`src/rtl/rom_ctrl_access_arb.sv`:
```
// rom_ctrl_access_arb: owns the single ROM read port.
//   After reset the checker (address counter feeding KMAC) drives the ROM. Once the checker
//   reports done, one drain cycle lets its last read complete, then the port belongs to the
//   bus side until the next reset. A sticky alert is raised if done ever falls or if the
//   check phase overruns CheckTimeout cycles.
// Ports:
//   clk_i, rst_i                  clock, synchronous active-high reset
//   chk_req_i/chk_addr_i          checker read request/address
//   chk_done_i                    checker finished (must stay high once set)
//   bus_req_i/bus_addr_i          bus read request/address, held until granted
//   bus_gnt_o                     bus request accepted this cycle
//   bus_rvalid_o/bus_err_o        bus response valid, qualified by out-of-range error
//   rom_req_o/rom_addr_o          ROM read enable/address
//   sel_bus_o                     ROM data belongs to the bus side
//   alert_o                       sticky fatal alert
module rom_ctrl_access_arb #(
   parameter  int unsigned RomDepth     = 16,
   parameter  int unsigned CheckTimeout = 64,
   localparam int unsigned AW           = (RomDepth > 1) ? $clog2(RomDepth) : 1
) (
   input  logic          clk_i,
   input  logic          rst_i,
   input  logic          chk_req_i,
   input  logic [AW-1:0] chk_addr_i,
   input  logic          chk_done_i,
   input  logic          bus_req_i,
   input  logic [AW-1:0] bus_addr_i,
   output logic          bus_gnt_o,
   output logic          bus_rvalid_o,
   output logic          bus_err_o,
   output logic          rom_req_o,
   output logic [AW-1:0] rom_addr_o,
   output logic          sel_bus_o,
   output logic          alert_o
);

   // Timeout counter only needs to reach CheckTimeout-1, where it saturates.
   localparam int unsigned TW          = (CheckTimeout > 2) ? $clog2(CheckTimeout) : 1;
   localparam int unsigned TMax        = (CheckTimeout > 0) ? CheckTimeout - 1 : 0;
   localparam bit          DepthIsPow2 = (RomDepth == (32'd1 << AW));

   typedef enum logic [1:0] {
      ST_CHECK = 2'd0,
      ST_DRAIN = 2'd1,
      ST_BUS   = 2'd2,
      ST_ERROR = 2'd3
   } state_e;

   state_e          state_q, state_d;
   logic [TW-1:0]   tmo_cnt_q;
   logic            tmo_hit_c;
   logic            oor_c;
   logic            gnt_c;
   logic            req_c;
   logic [AW-1:0]   addr_c;
   logic            sel_c;
   logic            rvalid_q;
   logic            err_q;
   logic            alert_q;

   // Out-of-range bus address; all encodings are legal for a power-of-2 depth.
   assign oor_c     = !DepthIsPow2 && ({1'b0, bus_addr_i} >= (AW + 1)'(RomDepth));
   assign tmo_hit_c = (CheckTimeout != 0) && (tmo_cnt_q == TW'(TMax));

   // State register.
   always_ff @(posedge clk_i) begin
      if (rst_i) begin
         state_q <= ST_CHECK;
      end else begin
         state_q <= state_d;
      end
   end

   // Check-phase cycle counter, saturating.
   always_ff @(posedge clk_i) begin
      if (rst_i) begin
         tmo_cnt_q <= '0;
      end else if (state_q == ST_CHECK && tmo_cnt_q != TW'(TMax)) begin
         tmo_cnt_q <= tmo_cnt_q + TW'(1);
      end
   end

   // Next state and combinational port steering; done wins over a simultaneous timeout.
   always_comb begin
      state_d = state_q;
      gnt_c   = 1'b0;
      req_c   = 1'b0;
      addr_c  = '0;
      sel_c   = 1'b0;
      case (state_q)
         ST_CHECK: begin
            req_c  = chk_req_i;
            addr_c = chk_req_i ? chk_addr_i : '0;
            if (chk_done_i) begin
               state_d = ST_DRAIN;
            end else if (tmo_hit_c) begin
               state_d = ST_ERROR;
            end
         end
         ST_DRAIN: begin
            state_d = chk_done_i ? ST_BUS : ST_ERROR;
         end
         ST_BUS: begin
            sel_c = 1'b1;
            if (!chk_done_i) begin
               state_d = ST_ERROR;
            end else begin
               gnt_c  = bus_req_i;
               req_c  = bus_req_i && !oor_c;
               addr_c = (bus_req_i && !oor_c) ? bus_addr_i : '0;
            end
         end
         ST_ERROR: begin
            state_d = ST_ERROR;
         end
         default: begin
            state_d = ST_ERROR;
         end
      endcase
      // Outputs are held quiet while reset is asserted.
      if (rst_i) begin
         gnt_c  = 1'b0;
         req_c  = 1'b0;
         addr_c = '0;
         sel_c  = 1'b0;
      end
   end

   // Bus response, one cycle after the grant; alert latches on entry to ERROR.
   always_ff @(posedge clk_i) begin
      if (rst_i) begin
         rvalid_q <= 1'b0;
         err_q    <= 1'b0;
         alert_q  <= 1'b0;
      end else begin
         rvalid_q <= gnt_c;
         err_q    <= gnt_c && oor_c;
         alert_q  <= alert_q || (state_d == ST_ERROR);
      end
   end

   assign bus_gnt_o    = gnt_c;
   assign rom_req_o    = req_c;
   assign rom_addr_o   = addr_c;
   assign sel_bus_o    = sel_c;
   assign bus_rvalid_o = rvalid_q && !rst_i;
   assign bus_err_o    = err_q && !rst_i;
   assign alert_o      = alert_q && !rst_i;

endmodule

```
`config.mk`:
```
export PLATFORM = sky130hd
export DESIGN_NAME = rom_ctrl_access_arb
export DESIGN_NICKNAME = d
export VERILOG_FILES = /design/src/rtl/rom_ctrl_access_arb.sv
export SDC_FILE = /design/constraint.sdc
export NUM_CORES = 1
export LEC_CHECK = 0
export CAP_MARGIN = 20
export CELL_PAD_IN_SITES_DETAIL_PLACEMENT = 1
export CELL_PAD_IN_SITES_GLOBAL_PLACEMENT = 1
export CORE_UTILIZATION = 35
export CTS_CLUSTER_DIAMETER = 150
export CTS_CLUSTER_SIZE = 14
export DETAILED_ROUTE_END_ITERATION = 16
export PLACE_DENSITY = 0.84
export SLEW_MARGIN = 20
export SYNTH_ARGS = -nofsm -noshare
export SYNTH_HDL_FRONTEND = slang
export SYNTH_SLANG_ARGS = --single-unit
```
`constraint.sdc`:
```
create_clock -name clk_i -period 2.3 [get_ports clk_i]
set_input_delay 0.575 -clock clk_i [delete_from_list [all_inputs] [get_ports clk_i]]
set_output_delay 0.575 -clock clk_i [all_outputs]
set_load 0.02 [all_outputs]
```
# Yosys cells after proc, flatten, opt, wreduce, memory -nomap -nowiden
# Index checks and enable logic that the tools add are counted.
[totals] mem_bits_ro=0 latchBits=0 ramBits=0 register_bits=10 memories=0 output_inout_bits=10 word_cells=34 input_bits=13
[op_classes] n_eq_ne=6 multipliers=0 div=0 shifts=0 n_reduce_logical=6 n_addsub=1 order_cmp=0 bitwise=0 muxes=17
[ops] operator="two-way mux 4 bit" count=4
[ops] operator="one-hot mux 2 bit (4 select lines)" count=1
[ops] operator="one-hot mux 4 bit (2 select lines)" count=1
[ops] operator="two-way mux 1 bit" count=7
[ops] operator="adder 6 x 1 -> 6 bit (second input constant)" count=1
[ops] operator="== test 2 bit (second input constant)" count=3
[ops] operator="== test 6 bit (second input constant)" count=1
[ops] operator="two-way mux 2 bit" count=3
[ops] operator="!= test 6 bit (second input constant)" count=1
[ops] operator="logical AND 1 bit" count=3
[ops] operator="== test 2 x 1 -> 1 bit (second input constant)" count=1
[ops] operator="logical NOT 2 bit" count=1
[ops] operator="one-hot mux 1 bit (2 select lines)" count=1
[ops] operator="logical NOT 1 bit" count=1
[ops] operator="logical OR 1 bit" count=1

# Depth between registers and ports, before layout
# Gate-level depths: netlist of the first run.
[depth] word_depth=6 mapped_depth=4 mapped_depth_nobuf=4

# Least setup slack after synthesis of the first run
# OpenSTA, ideal clock, no wires.
[synth_timing] kind="input to output" start="input port rst_i" end="output port sel_bus_o" cell_stages=3 required_time_ps=1725 n_path_buf=2 slack_ps=345 arrival_time_ps=1380 cell_sequence="buf_4 -> buf_6 -> nor3b_1"
[synth_via] elab_chain_cells=1
[synth_lines] item="start, declared" line_no="22" rtl="input logic rst_i,"
[synth_lines] item="two-way mux 1 bit" line_no="121" rtl="if (rst_i) begin"
[synth_lines] item="end, declared" line_no="33" rtl="output logic sel_bus_o,"
# Every way passes these cells.

# Worst setup path after layout of the first run
[layout_timing] start="input port rst_i" end="output port bus_gnt_o"
[layout_via] elab_chain_cells=1
[layout_lines] item="two-way mux 1 bit" line_no="121"
[layout_lines] item="end, declared" line_no="28" rtl="output logic bus_gnt_o,"
# Every way passes these cells.

==> run_results.csv, run 1 <==
group,metric,value,unit
logic_synthesis,ys_types,32,
timing,setup_tns,0,ns
die,die_h,46.3,µm
placement,gp_congestion,0.796,
cts,ctsRootBufferMaster,"sky130_fd_sc_hd__clkbuf_4",
logic_synthesis,synth_simple_gate_area_frac,0.334,
cts,clkLatencyLatePin,0.28,ns
timing,final_min_period_over_clock_period,0.983,
logic_synthesis,ys.warnings.count,0,
global_routing,global_route_wire_length_before_repair,2840,µm
logic_synthesis,share_of_the_synthesized_netlist_area_taken_by_xor_and_xnor_gates,0,
cts,h-tree-depth,1,
die,start_util,0.385,
worst_hold_path,worstHoldPathType,"reg -> reg",
placement,portBuffers,21,
timing,timing.clock.skew,0.00451,ns
timing,fin_crit,2.26,ns
pwr,ir_drop,0.396,mV
timing,setup_violations,0,
worst_setup_path,crit_path_top_delay_cell,"sky130_fd_sc_hd__clkdlybuf4s50_1",
cts,tritoncts,"built",
logic_synthesis,yosysSeqAreaShare,0.292,
cells_and_area,drive_above_1_share,0.317,
pwr,p_total,0.520,mW
flow_run,maxCapViolations,0,
logic_synthesis,combinational_family_with_the_most_area_after_synthesis,"simple AND/OR/NAND/NOR gates",
cells_and_area,filler_cells_inserted,216,
cells_and_area,final_cells,126,
drt,route.vias.total,660,
global_routing,overflow,0,
drt,drt_wl_total,1850,µm
logic_synthesis,synth_largest_area_cell,"sky130_fd_sc_hd__dfxtp_1",
global_routing,grt_max_degree,12,
die,floorplan.die_area,2140,µm²
global_routing,first_global_vias,628,
cts,clkSinkCount,10,
cells_and_area,nNetsFinal,116,
drt,initialDrtViolationCount,6,
cts,postCtsSetupRepairBufs,0,
placement,pre_cts_slack,-0.521,ns
worst_setup_path,timing.critical_path.to_type,"primary output",
worst_setup_path,critical_path_required,1.73,ns
worst_setup_path,reg2reg_setup_slack,0.84,ns
worst_setup_path,start_kind,"input port",
worst_setup_path,cp_data_arrival_time,1.69,ns
logic_synthesis,synth.net_count,85,
timing,fmaxAchievable,442,MHz
cts,clock_path_buffers,2,
logic_synthesis,post_synth_fa_ha_maj_area_fraction,0.0182,
worst_setup_path,timing_worst_setup_path_type,"in -> out",
cells_and_area,areaGrowthSynthToFinish,43.6,%
die,fp-row-count,15,
worst_hold_path,hp-start,"tmo_cnt_q[1]",
logic_synthesis,synth.top_cells.by_count,"10 x sky130_fd_sc_hd__dfxtp_1, 5 x sky130_fd_sc_hd__nor2_1, 4 x sky130_fd_sc_hd__a22oi_2, 4 x sky130_fd_sc_hd__nor2b_1, 4 x sky130_fd_sc_hd__nor3_2",
worst_setup_path,path_cells,"clkdlybuf4s50_1 -> buf_6 -> inv_1 -> and2_1 -> clkdlybuf4s15_1",
global_routing,grt_antenna_before_repair,0,
placement,dpl.cell_count,122,
cts,clk_pin_slew_worst_paths,0.07,ns
logic_synthesis,yosys-top-cells-area,"sky130_fd_sc_hd__dfxtp_1 29%, sky130_fd_sc_hd__a22oi_2 7.3%, sky130_fd_sc_hd__nor3_2 5.8%",
worst_setup_path,crit_fanout,11,
logic_synthesis,syn_area_per_cell,9.66,µm²
global_routing,global_route.usage.total,0.197,
logic_synthesis,muxShareOfSynthArea,0.0584,
cells_and_area,n_antenna_cell,0,
logic_synthesis,netlist_area,686,µm²
timing,timing_max_transition_violations_final,0,
drt,detail_route.drc_violations,0,
drt,firstDrtPassIters,4,
logic_synthesis,synth_compound_gate_area_share,0.215,
run_status,outcome,"finished clean",
logic_synthesis,synth.top_cell.area_share,0.292,
logic_synthesis,synth_seq_cells,10,
worst_setup_path,cpPeakStageDelay,0.47,ns
pwr,p_leak,0.397,nW
timing,finalHoldViolCount,0,
cts,postCtsHoldBufs,0,
logic_synthesis,postSynthCellCount,71,
timing,setup_repair_after_global_routing_missed_its_margin,"no",
die,die_w,46.3,µm
worst_setup_path,crit_path_from,"rst_i",
logic_synthesis,yosys_most_used_dff,"sky130_fd_sc_hd__dfxtp_1",
drt,route.antenna.remaining_nets,0,
pwr,powerDensity,528,nW/µm²
timing,layout_setup_ws,0.0381,ns
drt,post_drt_via_cell_ratio,5.24,
placement,place.detailed.hpwl,1470,µm
logic_synthesis,postSynth.asyncResetShare,0,
drt,wl_per_cell,14.7,µm
cts,cts-buffers-inserted,3,
logic_synthesis,synth_most_common_cell,"sky130_fd_sc_hd__dfxtp_1",
logic_synthesis,synth_enable_flop_cells,0,
die,io-pin-count,23,
worst_setup_path,reg2reg_from,"tmo_cnt_q[0]",
die,core,1780,µm²
## cells in the final DEF (no fill, tap or decap), types with 2 or more instances in the layout
cell	n
sky130_fd_sc_hd__nor3b_1	2
sky130_fd_sc_hd__and2_1	2
sky130_fd_sc_hd__a22oi_2	4
sky130_fd_sc_hd__clkbuf_4	3
sky130_fd_sc_hd__nor3_2	4
sky130_fd_sc_hd__clkdlybuf4s15_1	3
sky130_fd_sc_hd__clkdlybuf4s50_1	9
sky130_fd_sc_hd__nor2b_1	4
sky130_fd_sc_hd__a31oi_1	3
sky130_fd_sc_hd__a211oi_1	3
sky130_fd_sc_hd__mux2_4	2
sky130_fd_sc_hd__dlygate4sd2_1	7
sky130_fd_sc_hd__nor2_1	5
sky130_fd_sc_hd__nand3_1	3
sky130_fd_sc_hd__inv_1	2
sky130_fd_sc_hd__buf_4	9
sky130_fd_sc_hd__buf_6	2
sky130_fd_sc_hd__nor3b_2	2
sky130_fd_sc_hd__dfxtp_1	10
sky130_fd_sc_hd__nand2_1	2
sky130_fd_sc_hd__nor3_1	3
## worst max-delay path, delay by kind of cell
kind,cells,cell delay (ns)
and+or+nand+nor,1,0.13
buffers and inverters,4,0.97
## layer usage
metal,vias up,track usage,routed length [µm]
li1,319,-,-
met5,-,0,0
met2,22,0.341,934
met4,0,0.124,44
met3,5,0.0431,124
met1,314,0.214,750
## layout make-up
class | count | area (µm²) | share of cell area
Clock buffer | 4 | 36.3 | 0.0368
Timing Repair Buffer | 31 | 277 | 0.281
Sequential cell | 10 | 200 | 0.203
Tap cell | 25 | 31.3 | 0.0318
Multi-Input combinational cell | 54 | 433 | 0.440
Inverter | 2 | 7.51 | 0.00762
## stage by stage
| stage | utilization | hold slack, ns | instance area, µm² |
|---|---|---|---|
| floorplan | - | 0.464 | 686 |
| global placement | 0.537 | 0.481 | 957 |
| detailed placement | 0.537 | 0.527 | 957 |
| CTS | 0.553 | 0.538 | 986 |
| global route | 0.552 | 0.545 | 985 |
| finish | 0.552 | 0.528 | 985 |
## where the power goes
part | switching [mW] | leakage [nW] | internal (mW) | total, mW
Sequential | 0.0155 | 0.0818 | 0.187 | 0.202
Clock | 0.0727 | 0.0210 | 0.0965 | 0.169
Combinational | 0.0713 | 0.294 | 0.0775 | 0.149
Total | 0.159 | 0.397 | 0.361 | 0.520
## kinds of logic (layout without fill, tap and decap cells)
| group | after synthesis | in the layout |
|---|---|---|
| AO/OA/AOI/OAI | 16 | 16 |
| adder cells (fa/ha/maj) | 1 | 1 |
| buffers and inverters | 7 | 37 |
| flip-flops | 10 | 10 |
| multiplexers | 3 | 3 |
| other | 1 | 1 |
| AND/OR/NAND/NOR | 33 | 33 |
## path summary, 6_finish.rpt
check / end / depth (start not counted)
worst min-delay path: tmo_cnt_q[1] / 2
worst max register to register: tmo_cnt_q[4] / 4
worst min register to register: tmo_cnt_q[1] / 2
worst max-delay path: bus_gnt_o / 5
## sequential cells by signal, indices dropped and copies added, names as in the netlist
name / cells
alert_q: 1
state_q: 2
rvalid_q: 1
tmo_cnt_q: 6
## timing repair
action / CTS / global route
setup endpoints to repair: 9 / 3
pin swaps: 3 / 0
gates resized for setup: 19 / 4
(Power assumes the default switching activity.)
==> inputs of run 2 (changes only) <==
- CORE_MARGIN: not set -> 2
- SLEW_MARGIN: 20 -> not set
==> run 2 against run 1 <==
Effect of this change:
- flip-flop and latch count stayed put
- die area is 8.8% higher
- maximum frequency is 0.86% higher
- first-iteration DRC count is 33% lower
- worst setup slack better by 0.019 ns
- global-route usage is 1.4 points lower
- worst hold slack worse by 0.015 ns
- highest routed layer unchanged
- clock skew is 0.0020 ns lower
- wire length is 3.2% higher
- final area is 3.2% lower
- final cell count stayed put
- largest power group unchanged
==> run_results.csv, run 2 (synthesized netlist as in run 1, its figures left out) <==
group,metric,value,unit
placement,place.detailed.hpwl,1530,µm
cells_and_area,n_antenna_cell,0,
die,die_h,48.3,µm
worst_setup_path,path_cells,"clkdlybuf4s50_1 -> buf_6 -> nor3b_1 -> dlygate4sd2_1",
drt,detail_route.drc_violations,0,
flow_run,maxCapViolations,0,
cts,postCtsHoldBufs,0,
cells_and_area,layout.cells.most_common_list,"10 x sky130_fd_sc_hd__dfxtp_1, 10 x sky130_fd_sc_hd__clkdlybuf4s50_1, 10 x sky130_fd_sc_hd__buf_4",
drt,drt_wl_total,1910,µm
worst_setup_path,critical_path_required,1.73,ns
global_routing,global_route.usage.total,0.183,
global_routing,grt_max_degree,11,
die,io-pin-count,23,
timing,setup_tns,0,ns
drt,route.met2.wl,1060,µm
pwr,ir_drop,0.247,mV
worst_setup_path,critPathBufInv,3,
worst_setup_path,critPathTopFamily,"buffers and inverters",
drt,route.top_layer_used,"met4",
die,start_util,0.361,
placement,portBuffers,21,
drt,wl_per_cell,15.2,µm
global_routing,first_global_vias,663,
placement,dpl.cell_count,123,
placement,placed_cell_area,952,µm²
cells_and_area,final_design_area_no_fill,953,µm²
worst_setup_path,cpPeakStageDelay,0.42,ns
timing,finalHoldWorstSlack,0.513,ns
drt,route.antenna.remaining_nets,0,
timing,finalHoldViolCount,0,
timing,timing_max_transition_violations_final,0,
drt,route.vias.total,653,
drt,post_drt_via_cell_ratio,5.18,
timing,fmaxAchievable,446,MHz
global_routing,grt_antenna_before_repair,0,
cells_and_area,max_flop_register,"tmo_cnt_q",
timing,timing.clock.skew,0.00247,ns
timing,setup_violations,0,
worst_setup_path,timing_worst_setup_path_type,"in -> out",
drt,initialDrtViolationCount,4,
pwr,p_leak,0.385,nW
worst_setup_path,crit_fanout,10,
worst_setup_path,crit_path_from,"rst_i",
cts,h-tree-depth,1,
timing,fin_crit,2.24,ns
timing,final_min_period_over_clock_period,0.975,
pwr,powerDensity,496,nW/µm²
die,floorplan.die_area,2330,µm²
worst_setup_path,start_kind,"input port",
global_routing,overflow,0,
cells_and_area,areaGrowthSynthToFinish,39.1,%
die,fp-row-count,16,
die,die_w,48.3,µm
run_status,outcome,"finished clean",
worst_setup_path,timing.critical_path.to_type,"primary output",
worst_hold_path,worstHoldPathType,"reg -> reg",
cells_and_area,drive_above_1_share,0.343,
placement,pre_cts_slack,-0.560,ns
cts,ctsRootBufferMaster,"sky130_fd_sc_hd__clkbuf_4",
cells_and_area,nNetsFinal,115,
cells_and_area,largest_reg_flops,6,
cts,tritoncts,"built",
worst_setup_path,reg2reg_from,"tmo_cnt_q[0]",
cts,clkLatencyLatePin,0.27,ns
worst_setup_path,crit_path_top_delay_cell,"sky130_fd_sc_hd__clkdlybuf4s50_1",
cts,cts-buffers-inserted,3,
cts,clkSinkCount,10,
die,core,1900,µm²
cts,postCtsSetupRepairBufs,0,
global_routing,global_route_wire_length_before_repair,2930,µm
timing,layout_setup_ws,0.0573,ns
drt,met1Wirelength,736,µm
placement,gp_congestion,0.765,
worst_setup_path,cp_data_arrival_time,1.67,ns
cells_and_area,layout_top_registers,"tmo_cnt_q: 6 flops, state_q: 2 flops",
drt,detail_route_met3_wl,106,µm
cells_and_area,final_cells,126,
drt,firstDrtPassIters,3,
timing,setup_repair_after_global_routing_missed_its_margin,"no",
cts,clock_path_buffers,2,
cts,clk_pin_slew_worst_paths,0.06,ns
worst_hold_path,hp-start,"tmo_cnt_q[1]",
run 2: cell count changes in the layout (fill, tap and decap cells not counted), sizes merged:
| cell | before | now |
|---|---|---|
| clkdlybuf4s15 | 3 | 0 |
| buf | 11 | 14 |
| dlygate4sd2 | 7 | 5 |
| clkbuf | 5 | 4 |
| clkdlybuf4s50 | 9 | 10 |
run 2: tightest hold or removal path, cell delays in order, from the launching register on:
cell and delay (ns):
sky130_fd_sc_hd__dfxtp_1 0.34, sky130_fd_sc_hd__nand2_1 0.07, sky130_fd_sc_hd__mux2i_1 0.05
run 2: stage by stage:
step	utilization	power (mW)
2_1_floorplan	-	0.297
3_3_place_gp	0.501	0.351
3_5_place_dp	0.501	0.361
4_1_cts	0.501	0.480
5_1_grt	0.501	0.508
6_report	0.501	0.473
run 2: path summary, 6_finish.rpt:
check / endpoint / slack (ns) / depth (start not counted)
worst max-delay path: sel_bus_o / 0.06 / 4
worst min-delay path: tmo_cnt_q[1] / 0.51 / 2
worst max register to register: tmo_cnt_q[4] / 0.79 / 4
worst min register to register: tmo_cnt_q[1] / 0.51 / 2
run 2: repair_timing:
| action | CTS | global route |
|---|---|---|
| pin swaps | 2 | 1 |
| endpoints found under the hold margin | 0 | 0 |
| gates resized for setup | 29 | 4 |
| setup endpoints to repair | 9 | 4 |
run 2: cell type report:
cell class / count / area, µm²
clock buffers: 3 / 22.5
fillers: 224 / 948
well taps: 27 / 33.8
multi-input cells: 54 / 433
inverters: 2 / 7.51
flip-flops and latches: 10 / 200
repair buffers: 30 / 256
run 2: where the power goes:
| group | switching, mW | internal [mW] |
|---|---|---|
| sequential | 0.0159 | 0.187 |
| combinational | 0.0727 | 0.0773 |
| clock | 0.0597 | 0.0605 |
run 2: per-layer routing:
metal,vias to the layer above,global-route usage
li1,318,-
met1,310,0.212
met2,22,0.339
met3,3,0.0259
met4,0,0.0595
met5,-,0
